$ cat config.mk
export PLATFORM = sky130hd
export DESIGN_NAME = vga_sync_receiver
export DESIGN_NICKNAME = d
export VERILOG_FILES = /design/src/rtl/vga_timing_pkg.sv /design/src/rtl/vga_rx_edge.sv /design/src/rtl/vga_sync_receiver.sv
export SDC_FILE = /design/constraint.sdc
export NUM_CORES = 1
export LEC_CHECK = 0
export BUFFER_PORTS_ARGS = -buffer_cell sky130_fd_sc_hd__buf_2
export CAP_MARGIN = 20
export CORE_MARGIN = 5
export CORE_UTILIZATION = 59
export CTS_CLUSTER_DIAMETER = 100
export DETAILED_ROUTE_END_ITERATION = 10
export PLACE_DENSITY_LB_ADDON = 0.25
export SYNTH_ARGS = -nofsm -noshare
export SYNTH_HDL_FRONTEND = slang
export SYNTH_SLANG_ARGS = --single-unit
$ cat constraint.sdc
create_clock -name CLK_25 -period 7 [get_ports CLK_25]
set_input_delay 0.7 -clock CLK_25 [delete_from_list [all_inputs] [get_ports CLK_25]]
set_output_delay 0.7 -clock CLK_25 [all_outputs]
set_load 0.05 [all_outputs]
$ cat src/rtl/vga_timing_pkg.sv
// vga_timing_pkg: nominal 640x480@60 timing shared with the transmitter, receiver
// lock-FSM state encoding and counter widths.
package vga_timing_pkg;

  localparam int NOM_H_TOTAL = 800;
  localparam int NOM_V_TOTAL = 525;
  localparam int NOM_H_ACT   = 640;
  localparam int NOM_V_ACT   = 480;

  localparam int HCNT_W = 11;
  localparam int LCNT_W = 10;
  localparam int PIX_W  = 10;

  localparam logic [HCNT_W-1:0] HCNT_MAX = 11'd2047;

  typedef enum logic [1:0] {
    ST_SEARCH = 2'd0,
    ST_ALIGN  = 2'd1,
    ST_LOCKED = 2'd2
  } rx_state_t;

  function automatic logic [7:0] sat_add8(input logic [7:0] a, input logic [1:0] n);
    logic [8:0] s;
    s = {1'b0, a} + {7'd0, n};
    return s[8] ? 8'hFF : s[7:0];
  endfunction

endpackage

$ cat src/rtl/vga_rx_edge.sv
// vga_rx_edge: input register for HS/VS/BLANK_N plus falling-edge pulses of the
// registered syncs (pulse is high the cycle after the low level is captured).
module vga_rx_edge
  import vga_timing_pkg::*;
(
  input  logic clk,
  input  logic rst,
  input  logic hs,
  input  logic vs,
  input  logic blank_n,
  output logic blank_q,
  output logic hs_fall,
  output logic vs_fall
);

  logic hs_q, vs_q, hs_d, vs_d;

  // capture stage and one-cycle delayed copies of the syncs
  always_ff @(posedge clk) begin
    if (rst) begin
      hs_q    <= 1'b0;
      vs_q    <= 1'b0;
      hs_d    <= 1'b0;
      vs_d    <= 1'b0;
      blank_q <= 1'b0;
    end else begin
      hs_q    <= hs;
      vs_q    <= vs;
      hs_d    <= hs_q;
      vs_d    <= vs_q;
      blank_q <= blank_n;
    end
  end

  assign hs_fall = hs_d & ~hs_q;
  assign vs_fall = vs_d & ~vs_q;

endmodule

$ cat src/rtl/vga_sync_receiver.sv
// vga_sync_receiver: measures and locks to a VGA sync/blank/RGB stream, re-emits pixels
// tagged with recovered X/Y. Define VGA_RX_CHECKSUM_EN to enable the frame_sum checksum.
module vga_sync_receiver
  import vga_timing_pkg::*;
#(
  parameter int H_TOTAL     = NOM_H_TOTAL,
  parameter int V_TOTAL     = NOM_V_TOTAL,
  parameter int H_ACT       = NOM_H_ACT,
  parameter int V_ACT       = NOM_V_ACT,
  parameter int LOCK_FRAMES = 2
) (
  input  logic        CLK_25,
  input  logic        RST,
  input  logic        VGA_HS,
  input  logic        VGA_VS,
  input  logic        VGA_BLANK_N,
  input  logic [7:0]  VGA_R,
  input  logic [7:0]  VGA_G,
  input  logic [7:0]  VGA_B,
  input  logic        clr_err,
  output logic        pix_valid,
  output logic [9:0]  pix_x,
  output logic [9:0]  pix_y,
  output logic [7:0]  pix_r,
  output logic [7:0]  pix_g,
  output logic [7:0]  pix_b,
  output logic        line_start,
  output logic        frame_start,
  output logic        locked,
  output logic [10:0] h_meas,
  output logic [9:0]  v_meas,
  output logic        err_hlen,
  output logic        err_vlen,
  output logic        err_act,
  output logic [7:0]  err_count,
  output logic [15:0] frame_sum
);

  logic              blank_q, hs_fall, vs_fall;
  logic [7:0]        r_q, g_q, b_q;
  logic [HCNT_W-1:0] hcnt;
  logic [LCNT_W-1:0] lcnt, lcnt_line;
  logic [PIX_W-1:0]  xcnt, ycnt, x_cur, y_cur, act_lines;
  logic [3:0]        good, good_next;
  rx_state_t         state, state_next;
  logic              frame_bad, capture, checking, line_has_act;
  logic              hlen_bad, act_bad, vlen_bad, timeout, line_err, frame_good;
  logic              ev_hlen, ev_act, ev_vlen;
  logic [1:0]        n_ev;

  vga_rx_edge u_edge (
    .clk     (CLK_25),
    .rst     (RST),
    .hs      (VGA_HS),
    .vs      (VGA_VS),
    .blank_n (VGA_BLANK_N),
    .blank_q (blank_q),
    .hs_fall (hs_fall),
    .vs_fall (vs_fall)
  );

  always_ff @(posedge CLK_25) begin
    if (RST) begin
      r_q <= 8'd0;
      g_q <= 8'd0;
      b_q <= 8'd0;
    end else begin
      r_q <= VGA_R;
      g_q <= VGA_G;
      b_q <= VGA_B;
    end
  end

  // A line closing on the same cycle as VS fall is counted before the frame closes.
  always_comb begin
    line_has_act = (xcnt != 10'd0);
    lcnt_line    = hs_fall ? lcnt + 10'd1 : lcnt;
    act_lines    = (hs_fall && line_has_act) ? ycnt + 10'd1 : ycnt;
    x_cur        = hs_fall ? 10'd0 : xcnt;
    y_cur        = vs_fall ? 10'd0 : act_lines;
    checking     = (state != ST_SEARCH);
    capture      = blank_q && (state == ST_LOCKED);
    hlen_bad     = hs_fall && (hcnt != HCNT_W'(H_TOTAL));
    act_bad      = hs_fall && (state == ST_LOCKED) && line_has_act && (xcnt != PIX_W'(H_ACT));
    timeout      = !hs_fall && (hcnt == HCNT_MAX - 11'd1);
    vlen_bad     = vs_fall && ((lcnt_line != LCNT_W'(V_TOTAL)) || (act_lines != PIX_W'(V_ACT)));
    line_err     = hlen_bad || act_bad || timeout;
    frame_good   = !frame_bad && !line_err && !vlen_bad;
    // no reference timing exists while searching, so nothing is flagged there
    ev_hlen      = checking && (hlen_bad || timeout);
    ev_act       = act_bad;
    ev_vlen      = checking && vlen_bad;
    n_ev         = {1'b0, ev_hlen} + {1'b0, ev_act} + {1'b0, ev_vlen};
  end

  always_ff @(posedge CLK_25) begin
    if (RST) begin
      hcnt   <= 11'd0;
      lcnt   <= 10'd0;
      xcnt   <= 10'd0;
      ycnt   <= 10'd0;
      h_meas <= 11'd0;
      v_meas <= 10'd0;
    end else begin
      if (hs_fall) begin
        hcnt   <= 11'd1;
        h_meas <= hcnt;
      end else if (hcnt != HCNT_MAX) begin
        hcnt <= hcnt + 11'd1;
      end
      lcnt <= vs_fall ? 10'd0 : lcnt_line;
      if (vs_fall) v_meas <= lcnt_line;
      xcnt <= x_cur + {9'd0, blank_q};
      ycnt <= y_cur;
    end
  end

  always_ff @(posedge CLK_25) begin
    if (RST || vs_fall) frame_bad <= 1'b0;
    else                frame_bad <= frame_bad | line_err;
  end

  always_ff @(posedge CLK_25) begin
    if (RST) begin
      state <= ST_SEARCH;
      good  <= 4'd0;
    end else begin
      state <= state_next;
      good  <= good_next;
    end
  end

  always_comb begin
    state_next = state;
    good_next  = good;
    case (state)
      ST_SEARCH: begin
        if (vs_fall) begin
          state_next = ST_ALIGN;
          good_next  = 4'd0;
        end else begin
          state_next = ST_SEARCH;
        end
      end
      ST_ALIGN: begin
        if (timeout) begin
          state_next = ST_SEARCH;
          good_next  = 4'd0;
        end else if (vs_fall && frame_good) begin
          good_next = good + 4'd1;
          if (({1'b0, good} + 5'd1) >= 5'(LOCK_FRAMES)) state_next = ST_LOCKED;
          else                                          state_next = ST_ALIGN;
        end else if (vs_fall) begin
          good_next = 4'd0;
        end else begin
          state_next = ST_ALIGN;
        end
      end
      ST_LOCKED: begin
        if (line_err || vlen_bad) state_next = ST_SEARCH;
        else                      state_next = ST_LOCKED;
      end
      default: begin
        state_next = ST_SEARCH;
        good_next  = 4'd0;
      end
    endcase
  end

  always_comb begin
    locked = (state == ST_LOCKED);
  end

  // an error arriving with clr_err survives the clear
  always_ff @(posedge CLK_25) begin
    if (RST) begin
      err_hlen  <= 1'b0;
      err_vlen  <= 1'b0;
      err_act   <= 1'b0;
      err_count <= 8'd0;
    end else if (clr_err) begin
      err_hlen  <= ev_hlen;
      err_vlen  <= ev_vlen;
      err_act   <= ev_act;
      err_count <= {6'd0, n_ev};
    end else begin
      err_hlen  <= err_hlen | ev_hlen;
      err_vlen  <= err_vlen | ev_vlen;
      err_act   <= err_act | ev_act;
      err_count <= sat_add8(err_count, n_ev);
    end
  end

  always_ff @(posedge CLK_25) begin
    if (RST) begin
      pix_valid   <= 1'b0;
      line_start  <= 1'b0;
      frame_start <= 1'b0;
      pix_x       <= 10'd0;
      pix_y       <= 10'd0;
      pix_r       <= 8'd0;
      pix_g       <= 8'd0;
      pix_b       <= 8'd0;
    end else begin
      pix_valid   <= capture;
      line_start  <= capture && (x_cur == 10'd0);
      frame_start <= capture && (x_cur == 10'd0) && (y_cur == 10'd0);
      if (capture) begin
        pix_x <= x_cur;
        pix_y <= y_cur;
        pix_r <= r_q;
        pix_g <= g_q;
        pix_b <= b_q;
      end
    end
  end

`ifdef VGA_RX_CHECKSUM_EN
  logic [15:0] acc;
  logic        full_frame;

  // full_frame marks a frame that started while locked and has stayed locked since
  always_ff @(posedge CLK_25) begin
    if (RST) begin
      acc        <= 16'd0;
      full_frame <= 1'b0;
      frame_sum  <= 16'd0;
    end else if (vs_fall) begin
      acc        <= 16'd0;
      full_frame <= (state_next == ST_LOCKED);
      if (full_frame && (state == ST_LOCKED) && (state_next == ST_LOCKED)) frame_sum <= acc;
    end else begin
      if (capture) acc <= acc + {8'd0, r_q} + {8'd0, g_q} + {8'd0, b_q};
      if (state_next != ST_LOCKED) full_frame <= 1'b0;
    end
  end
`else
  assign frame_sum = 16'd0;
`endif

endmodule

==> results of run 1 <==
[cell families (layout without fill, tap and decap cells)]
family | after synthesis | after routing | synth area share
adders and majority gates | 13 | 13 | 0.02726
muxes | 4 | 4 | 0.006142
AOI/OAI and AO/OA | 121 | 121 | 0.1213
and+or+nand+nor | 334 | 334 | 0.2551
buffers and inverters | 70 | 158 | 0.05816
other | 1 | 16 | 0.0005753
xor gates and xnor gates | 39 | 39 | 0.05240
DFF | 156 | 156 | 0.4791
[critical path, cell delays in order, from the launching register on]
cell	delay, ns
dfxtp_1	0.43
ha_1	0.33
xnor2_1	0.08
or4_1	0.41
a211oi_1	0.36
o2111ai_1	0.16
or4_1	0.54
nand3b_1	0.14
inv_1	0.06
fa_1	0.52
ha_1	0.19
fa_1	0.25
nand2_1	0.10
or3_1	0.42
a221oi_1	0.27
[stage by stage]
stage          cells  instance area, um2  hold slack, ns  utilization
6_report         981                7556          0.3779       0.6970
5_1_grt          981                7556          0.3589       0.6970
4_1_cts          981                7556          0.3524       0.6970
3_5_place_dp     949                6998          0.4302       0.6455
3_3_place_gp     949                6998          0.4187       0.6455
2_1_floorplan    753                6575          0.4147            -
[flip-flops by register name, indices dropped and copies added (netlist names), 10 cells and up]
signal,flops
h_meas,11
hcnt,11
lcnt,10
pix_x,10
pix_y,10
v_meas,10
xcnt,10
ycnt,10
[layer usage]
layer	vias to the layer above	GRT usage	share of wire
met3	19	0.08421	0.070
met4	0	0.07746	0.014
met5	-	0	0
met2	137	0.3634	0.48
li1	2651	-	-
met1	2456	0.2511	0.43
[synthesized netlist by cell type (3+ instances only)]
cell       number
and3_1          6
ha_1           11
inv_1          12
nor4b_1         3
a31oi_1         4
nor3_1          4
clkbuf_1       32
and2_1          3
nand2_1       109
and3_2          4
nor4_1          3
or4_1           4
a21oi_1        67
nor2b_1        35
xnor2_1        16
a211oi_1       12
nand4b_1        3
nand3_1        29
dfxtp_1       156
buf_6           3
nand3b_1        6
buf_4          16
and4_1          3
o21ai_0         7
xor2_1         23
mux2i_1         4
nand2b_1        4
nor2_1         88
a2bb2oi_1       7
nand4_1        12
or3_1           3
[report_power, final]
part / total [W] / switching [W] / internal, W
Sequential: 0.000913 / 0.00000965 / 0.000903
Clock: 0.000853 / 0.000361 / 0.000492
Combinational: 0.0000942 / 0.0000682 / 0.0000260
Total: 0.00186 / 0.000439 / 0.00142
[cell type report]
class	instances	area, um2	share of cell area
Clock buffer	20	445.4	0.05895
Clock inverter	12	112.6	0.01490
Timing Repair Buffer	113	578.1	0.07650
Multi-Input combinational cell	527	3073	0.4067
Tap cell	140	175.2	0.02318
Sequential cell	156	3123	0.4133
Inverter	13	48.80	0.006458
[worst paths after layout]
check / from / endpoint / slack, ns / depth (start not counted)
hold reg to reg: b_q[5]$_SDFF_PP0_ / pix_b[5]$_SDFFE_PP0P_ / 0.43 / 2
hold / removal: VGA_B[1] / b_q[1]$_SDFF_PP0_ / 0.38 / 2
setup / recovery: lcnt[0]$_SDFF_PP0_ / err_count[1]$_SDFF_PP0_ / 2.62 / 14
setup reg to reg: lcnt[0]$_SDFF_PP0_ / err_count[1]$_SDFF_PP0_ / 2.62 / 14
==> reports/metrics.yaml, run 1 <==
relSlewSlack: 0.4500
root_buffer: "clkbuf_8"
wl_um: 13750
vias: 5263
synth_ff_type: "dfxtp_1"
fill_cells: 856
synth_area_leaders: "dfxtp_1, nand2_1, a21oi_1, nor2_1, nor2b_1"
worstPathArrival_ns: 4.81
worst_slew_pin_slew_ns: 0.8250
wl_per_cell_um: 14.01
leakage_nw: 3.060
clock-sinks: 156
clkTransAtPathRegs_ns: 0.06
crit_fanout: 7
synth_top_area_cell: "dfxtp_1"
synthesis.area_um2: 6519
grt_max_degree: 77
drc: 0
drive_gt1_frac: 0.1974
layout_commonest_cell: "dfxtp_1"
coreArea_um2: 10840
drv_slew: 0
clock_latency_ns: 0.53
antenna_found_initial: 0
postCtsHoldBufs: 0
status: "finished clean"
cts_buffers: 17
grt_usage: 0.2163
syn2layout_area_growth_pct: 15.91
period_minus_slack_ns: 4.376
min_period_over_period: 0.6251
fin_worst_skew_ns: 0.006126
start_kind: "register"
synthArstFlopShare: 0
fin_tns_setup_ns: 0
ys_seq_area_frac: 0.4791
cap_violations: 0
grt_pass1_vias: 5224
crit_type: "reg -> reg"
hp-class: "in -> reg"
start_util: 0.6013
max_clock_freq_mhz: 228.5
grt_overflow: 0
synth_edf_count: 0
final_cell_mix: "dfxtp_1, nand2_1, buf_2"
cts_resized: 0
setup_viol: 0
post-place-ws_ns: 2.630
die_y_um: 115.1
fp.dieW_um: 115.1
vdd_ir_drop_max_mv: 0.2013
layout.nets: 871
yosys_warnings: 0
port_buffers: 109
rsz0062_at_grt: "false"
synth.distinct_cells: 70
netlist_instances: 738
grt_pass1_wl_um: 23190
ant_nets: 0
synth-seq-cells: 156
gp_congestion: 0.8761
end_kind: "register"
n_antenna_cell: 0
via_per_inst: 5.365
finalHoldViolCount: 0
pin_count: 126
die_area_um2: 13250
synth_top_area_share: 0.4791
first_pass_iters: 5
drt_iter0_drc: 340
syn_area_per_cell_um2: 8.833
cts_tree: "yes"
max-clock-path-buffers: 2
rows: 38
postCtsSetupBuffers: 0
htreeDepth: 4
powerDensity_nw_per_um2: 246.2
cp.required_ns: 7.43
total_power_w: 0.001860
layout_setup_ws_ns: 2.624
place_hpwl_um: 9532
No activity file was read; power rests on OpenSTA's default activity.
==> run 2: changes to the inputs <==
- CORE_UTILIZATION: 59 -> 50
- clock period: 7 -> 3.87 ns (I/O delays scaled with it)
==> run 2 against run 1 <==
- the flow now finishes with violations (setup timing)
- via count increased by 4.4%
- clock skew increased by 0.0026 ns
- sequential share of layout area decreased by 2.5 points
- clock power increased by 97%
- final area rose by 6.7%
- fmax grew 11%
- combinational power rose by 91%
- count of clock-buffer cells in the layout decreased by 2
==> reports/metrics.yaml, run 2 (synthesis results as in run 1) <==
crit_fanout: 6  # was 7
start_kind: "register"  # unchanged
die_area_um2: 15420  # was 13250 um2
wirelength_met1_um: 6559  # was 5931 um
layout.nets: 913  # was 871
cp.required_ns: 4.19  # was 7.43 ns
period_minus_slack_ns: 3.929  # was 4.376 ns
grt_max_degree: 88  # was 77
top_regs: "h_meas: 11 flops, hcnt: 11 flops"  # unchanged
worstPathCellList: "ha_4 > or4_4 > a211oi_2 > buf_4 > buf_4 > buf_4 > buf_4 > buf_4 > buf_4 > buf_4 > buf_4 > buf_4 > buf_4 > buf_4 > buf_4 > buf_4 > buf_4 > buf_4 > buf_4 > o2111ai_4 > nor4_4 > buf_4 > a31oi_1 > o21a_1"  # was ha_1 > xnor2_1 > or4_1 > a211oi_1 > o2111ai_1 > or4_1 > nand3b_1 > inv_1 > fa_1 > ha_1 > fa_1 > nand2_1 > or3_1 > a221oi_1
vias: 5496  # was 5263
rows: 41  # was 38
regToRegStartpoint: "lcnt[0]$_SDFF_PP0_"  # unchanged
max-clock-path-buffers: 2  # unchanged
p_seq_frac: 0.471  # was 0.491
grt_overflow: 0  # unchanged
power.internal_w: 0.002700  # was 0.001422 W
fill_cells: 1116  # was 856
relSlewSlack: 0.3833  # was 0.4500
final_cell_area_um2: 8059  # was 7556 um2
antenna_found_initial: 0  # unchanged
ant_nets: 0  # unchanged
finalHoldViolCount: 0  # unchanged
wl_um: 15360  # was 13750 um
violations: "setup timing"
layout_commonest_cell: "dfxtp_1"  # unchanged
rsz0062_at_grt: "true"  # was false
via_per_inst: 5.209  # was 5.365
met3_length_um: 1037  # was 963 um
setup_viol: 3  # was 0
fin_tns_setup_ns: -0.1244  # was 0 ns
clock-sinks: 156  # unchanged
root_buffer: "clkbuf_16"  # was clkbuf_8
max_clock_freq_mhz: 254.5  # was 228.5 MHz
drc: 0  # unchanged
worst_slew_pin_slew_ns: 0.9251  # was 0.8250 ns
gp_congestion: 0.9150  # was 0.8761
port_buffers: 109  # unchanged
cts_buffers: 17  # unchanged
wl_per_cell_um: 14.56  # was 14.01 um
drive_gt1_frac: 0.2559  # was 0.1974
min_period_over_period: 1.015  # was 0.6251
place_hpwl_um: 10290  # was 9532 um
coreArea_um2: 12720  # was 10840 um2
worstPathArrival_ns: 4.25  # was 4.81 ns
max_stage_delay_ns: 0.52  # was 0.54 ns
layout_setup_ws_ns: -0.05880  # was 2.624 ns
crit_type: "reg -> reg"  # unchanged
cts_tree: "yes"  # unchanged
n_antenna_cell: 0  # unchanged
vdd_ir_drop_max_mv: 0.3251  # was 0.2013 mV
fin_worst_skew_ns: 0.008765  # was 0.006126 ns
die_y_um: 124.2  # was 115.1 um
combPwrFrac: 0.051  # about the same
slowest_stage: "or4_4"  # was or4_1
first_pass_iters: 5  # unchanged
placed_cell_area_um2: 7229  # was 6998 um2
fp.dieW_um: 124.2  # was 115.1 um
grt_usage: 0.2014  # was 0.2163
pin_count: 126  # unchanged
leakage_nw: 3.323  # was 3.060 nW
drv_slew: 0  # unchanged
worstHoldStart: "VGA_G[2]"  # was VGA_B[1]
status: "finished, violations left"  # was finished clean
crit_path_frequent_cell: "buf_4"
met2_length_um: 7416  # was 6654 um
hp-class: "in -> reg"  # unchanged
clock_power_share: 0.478  # was 0.459
final_cell_mix: "dfxtp_1, nand2_1, buf_2"  # unchanged
critPathLaunch: "lcnt[0]$_SDFF_PP0_"  # unchanged
end_kind: "register"  # unchanged
p_sw_frac: 0.2303  # was 0.2358
clock_latency_ns: 0.43  # was 0.53 ns
htreeDepth: 4  # unchanged
grt_pass1_wl_um: 24610  # was 23190 um
powerDensity_nw_per_um2: 435.4  # was 246.2 nW/um2
postCtsHoldBufs: 0  # unchanged
cap_violations: 0  # unchanged
syn2layout_area_growth_pct: 23.63  # was 15.91%
dr.max_layer_used: "met4"  # unchanged
grt_pass1_vias: 5307  # was 5224
p_switching_w: 0.0008081  # was 0.0004388 W
drt_iter0_drc: 277  # was 340
clkTransAtPathRegs_ns: 0.06  # about the same
start_util: 0.5124  # was 0.6013
## run 2: layer usage
metal  up-vias  GRT usage
met1      2558     0.2395
li1       2741          -
met5         -          0
met2       170     0.3297
met3        27    0.06540
met4         0    0.09446
## run 2: stage by stage
step / cells / utilization / worst slack, ns / hold WS (ns) / total power (W)
finish: 1055 / 0.6335 / -0.05880 / 0.1651 / 0.003509
global route: 1055 / 0.6335 / -0.1792 / 0.1636 / 0.003633
CTS: 1053 / 0.6266 / -0.008413 / 0.1589 / 0.003533
detailed placement: 1005 / 0.5683 / -0.1255 / 0.4251 / 0.001863
global placement: 1005 / 0.5683 / -0.009153 / 0.4193 / 0.001857
floorplan: 753 / - / 0.04963 / 0.4147 / 0.001834
## run 2: layout make-up
class | count | area (um2) | area share
sequential | 156 | 3129 | 0.3883
multi-input combinational | 527 | 3172 | 0.3936
inverter | 13 | 48.80 | 0.006055
tap | 172 | 215.2 | 0.02670
clock inverter | 14 | 171.4 | 0.02127
clock buffer | 18 | 429.2 | 0.05325
timing repair buffer | 155 | 893.4 | 0.1109
## run 2: path summary, 6_finish.rpt
kind	endpoint	slack [ns]	cells after the start
setup / recovery	state[0]$_SDFFE_PP0P_	-0.06	24
hold / removal	g_q[2]$_SDFF_PP0_	0.17	2
hold reg to reg	pix_r[3]$_SDFFE_PP0P_	0.43	2
setup reg to reg	state[0]$_SDFFE_PP0P_	-0.06	24
## run 2: worst max-delay path, delay by kind of cell (launching register included)
family | cells | cell delay, ns
buffers and inverters | 17 | 1.78
and+or+nand+nor | 2 | 0.81
AOI/OAI and AO/OA | 4 | 0.67
DFF | 1 | 0.33
adders and majority gates | 1 | 0.24
## run 2: repair_timing
item	4_1_cts	5_1_grt
resized for setup	4	13
pin swaps	1	6
hold endpoints to repair	0	0
setup endpoints to repair	5	13
buffers inserted	16	2
## run 2: power groups by stage
stage,sequential (W),clock [W],combinational [W]
2_1_floorplan,0.00171,0,0.000128
3_3_place_gp,0.00168,0,0.000172
3_5_place_dp,0.00169,0,0.000176
4_1_cts,0.00165,0.00170,0.000178
5_1_grt,0.00166,0.00178,0.000196
6_report,0.00165,0.00168,0.000180
==> run 3: changes to the inputs <==
- CORE_UTILIZATION: 50 -> 55
- CTS_CLUSTER_DIAMETER: 100 -> not set
- PLACE_DENSITY: not set -> 0.9
- PLACE_DENSITY_LB_ADDON: 0.25 -> not set
- clock period: 3.87 -> 4.05 ns (I/O delays scaled with it)
==> run 3 against run 2 <==
- clock power shrank 12%
- the flow now finishes without violations
- global-route usage increased by 0.69 points
- fmax shrank 1.2%
- cell count down 4.9%
- worst hold slack better by 0.019 ns
- flip-flop and latch count is the same
- first-iteration DRC count is 35% higher
- combinational power decreased by 4%
- largest power group is now sequential cells
- clock skew grew 0.0016 ns
==> reports/metrics.yaml, run 3 (synthesis results as in run 1) <==
status: "finished clean"  # was finished, violations left
clock-sinks: 156  # unchanged
clkTransAtPathRegs_ns: 0.06  # about the same
drv_slew: 0  # unchanged
rsz0062_at_grt: "true"  # unchanged
leakage_nw: 3.171  # was 3.323 nW
n_antenna_cell: 0  # unchanged
ant_nets: 0  # unchanged
worstPathArrival_ns: 4.31  # was 4.25 ns
hp-class: "in -> reg"  # unchanged
final_cell_mix: "dfxtp_1, nand2_1, buf_2"  # unchanged
rrSetupSlack_ns: 0.07  # was -0.06 ns
via_per_inst: 5.491  # was 5.209
gp_congestion: 0.8647  # was 0.9150
worstHoldStart: "VGA_R[7]"  # was VGA_G[2]
wl_per_cell_um: 15.31  # was 14.56 um
start_kind: "register"  # unchanged
max_clock_freq_mhz: 251.5  # was 254.5 MHz
cts_tree: "yes"  # unchanged
relSlewSlack: 0.4418  # was 0.3833
place_hpwl_um: 10010  # was 10290 um
stdcell_count: 1003  # was 1055
max-clock-path-buffers: 2  # unchanged
final_cell_area_um2: 7796  # was 8059 um2
die_y_um: 118.9  # was 124.2 um
top_regs: "h_meas: 11 flops, hcnt: 11 flops"  # unchanged
period_minus_slack_ns: 3.977  # was 3.929 ns
hold_end: "r_q[7]$_SDFF_PP0_"  # was g_q[2]$_SDFF_PP0_
min_period_over_period: 0.9819  # was 1.015
clock_latency_ns: 0.43  # about the same
crit_type: "reg -> reg"  # unchanged
grt_max_degree: 73  # was 88
fin_worst_skew_ns: 0.01032  # was 0.008765 ns
finalHoldViolCount: 0  # unchanged
syn2layout_area_growth_pct: 19.60  # was 23.63%
wl_um: 15360  # unchanged
regToRegStartpoint: "lcnt[1]$_SDFF_PP0_"  # was lcnt[0]$_SDFF_PP0_
end_kind: "register"  # unchanged
coreArea_um2: 11520  # was 12720 um2
drc: 0  # unchanged
grt_overflow: 0  # unchanged
port_buffers: 109  # unchanged
post-route-util: 0.6770  # was 0.6335
fp.dieW_um: 118.9  # was 124.2 um
fill_cells: 912  # was 1116
cp.required_ns: 4.38  # was 4.19 ns
total_power_w: 0.003234  # was 0.003509 W
crit_fanout: 6  # unchanged
worst_slew_pin_slew_ns: 0.8372  # was 0.9251 ns
vdd_ir_drop_max_mv: 0.3083  # was 0.3251 mV
start_util: 0.5661  # was 0.5124
layout_commonest_cell: "dfxtp_1"  # unchanged
register_area_um2: 3128  # was 3129 um2
pin_count: 126  # unchanged
hold_depth: 2  # unchanged
root_buffer: "clkbuf_16"  # unchanged
die_area_um2: 14130  # was 15420 um2
multiInputGateArea_um2: 3167  # was 3172 um2
drive_gt1_frac: 0.2360  # was 0.2559
timing.rr.end: "err_count[1]$_SDFF_PP0_"  # was state[0]$_SDFFE_PP0P_
vias: 5507  # was 5496
grt_pass1_wl_um: 24470  # was 24610 um
dp_cells: 968  # was 1005
rr_worst_depth: 13  # was 24
layout.nets: 890  # was 913
first_pass_iters: 5  # unchanged
rows: 39  # was 41
powerDensity_nw_per_um2: 414.8  # was 435.4 nW/um2
drt_iter0_drc: 373  # was 277
cts_buffers: 17  # unchanged
cap_violations: 0  # unchanged
setup_viol: 0  # was 3
grt_usage: 0.2083  # was 0.2014
grt_pass1_vias: 5240  # was 5307
postCtsHoldBufs: 0  # unchanged
placed_cell_area_um2: 7122  # was 7229 um2
antenna_found_initial: 0  # unchanged
htreeDepth: 4  # unchanged
-- run 3: timing repair --
action,in CTS,in global routing
endpoints found under the setup margin,6,8
pin swaps,1,12
gates resized for setup,6,15
cloned,0,0
setup buffers,1,2
-- run 3: area by class of cell --
cell class	instances	area share
clock inverter	13	0.01541
inverter	13	0.006259
tap	143	0.02295
timing repair buffer	132	0.09244
sequential	156	0.4012
multi-input combinational	527	0.4062
clock buffer	19	0.05553
-- run 3: worst max-delay path, stage by stage, from the launching register on --
cell       delay (ns)
dfxtp_2          0.33
ha_4             0.23
or4_4            0.55
a211oi_4         0.28
o2111ai_2        0.14
or4_4            0.44
nand3b_1         0.14
inv_1            0.06
fa_1             0.51
ha_2             0.21
fa_2             0.23
nand2_2          0.06
or3_4            0.43
a221oi_2         0.28
-- run 3: per-layer routing --
layer / part of all wire / routed length, um / vias to the layer above / global-route usage
met4: 0.024 / 369 / 0 / 0.09124
met5: 0 / 0 / - / 0
met1: 0.42 / 6416 / 2551 / 0.2456
met3: 0.069 / 1053 / 46 / 0.06730
met2: 0.49 / 7518 / 199 / 0.3488
li1: - / - / 2711 / -
-- run 3: how the worst max path moves through the flow --
stage | start | endpoint | slack [ns]
CTS | lcnt[0]$_SDFF_PP0_ | err_count[1]$_SDFF_PP0_ | 0.003
floorplan | lcnt[0]$_SDFF_PP0_ | err_count[0]$_SDFF_PP0_ | 0.09
detailed placement | lcnt[0]$_SDFF_PP0_ | err_count[1]$_SDFF_PP0_ | -0.18
global route | xcnt[2]$_SDFF_PP0_ | err_count[1]$_SDFF_PP0_ | -0.07
global placement | lcnt[0]$_SDFF_PP0_ | err_count[1]$_SDFF_PP0_ | 0.04
finish | lcnt[1]$_SDFF_PP0_ | err_count[1]$_SDFF_PP0_ | 0.07
-- run 3: through the flow --
step	hold WS, ns	worst slack [ns]	setup TNS [ns]
finish	0.1838	0.07311	0
global route	0.1805	-0.07462	-0.1017
CTS	0.1706	0.003035	0
detailed placement	0.4280	-0.1839	-0.3636
global placement	0.4195	0.04434	0
floorplan	0.4147	0.09418	0
-- run 3: power by group --
group	internal, W	switching (W)
logic	0.0000491	0.000123
registers	0.00156	0.0000179
clock network	0.000846	0.000636
total	0.00246	0.000777
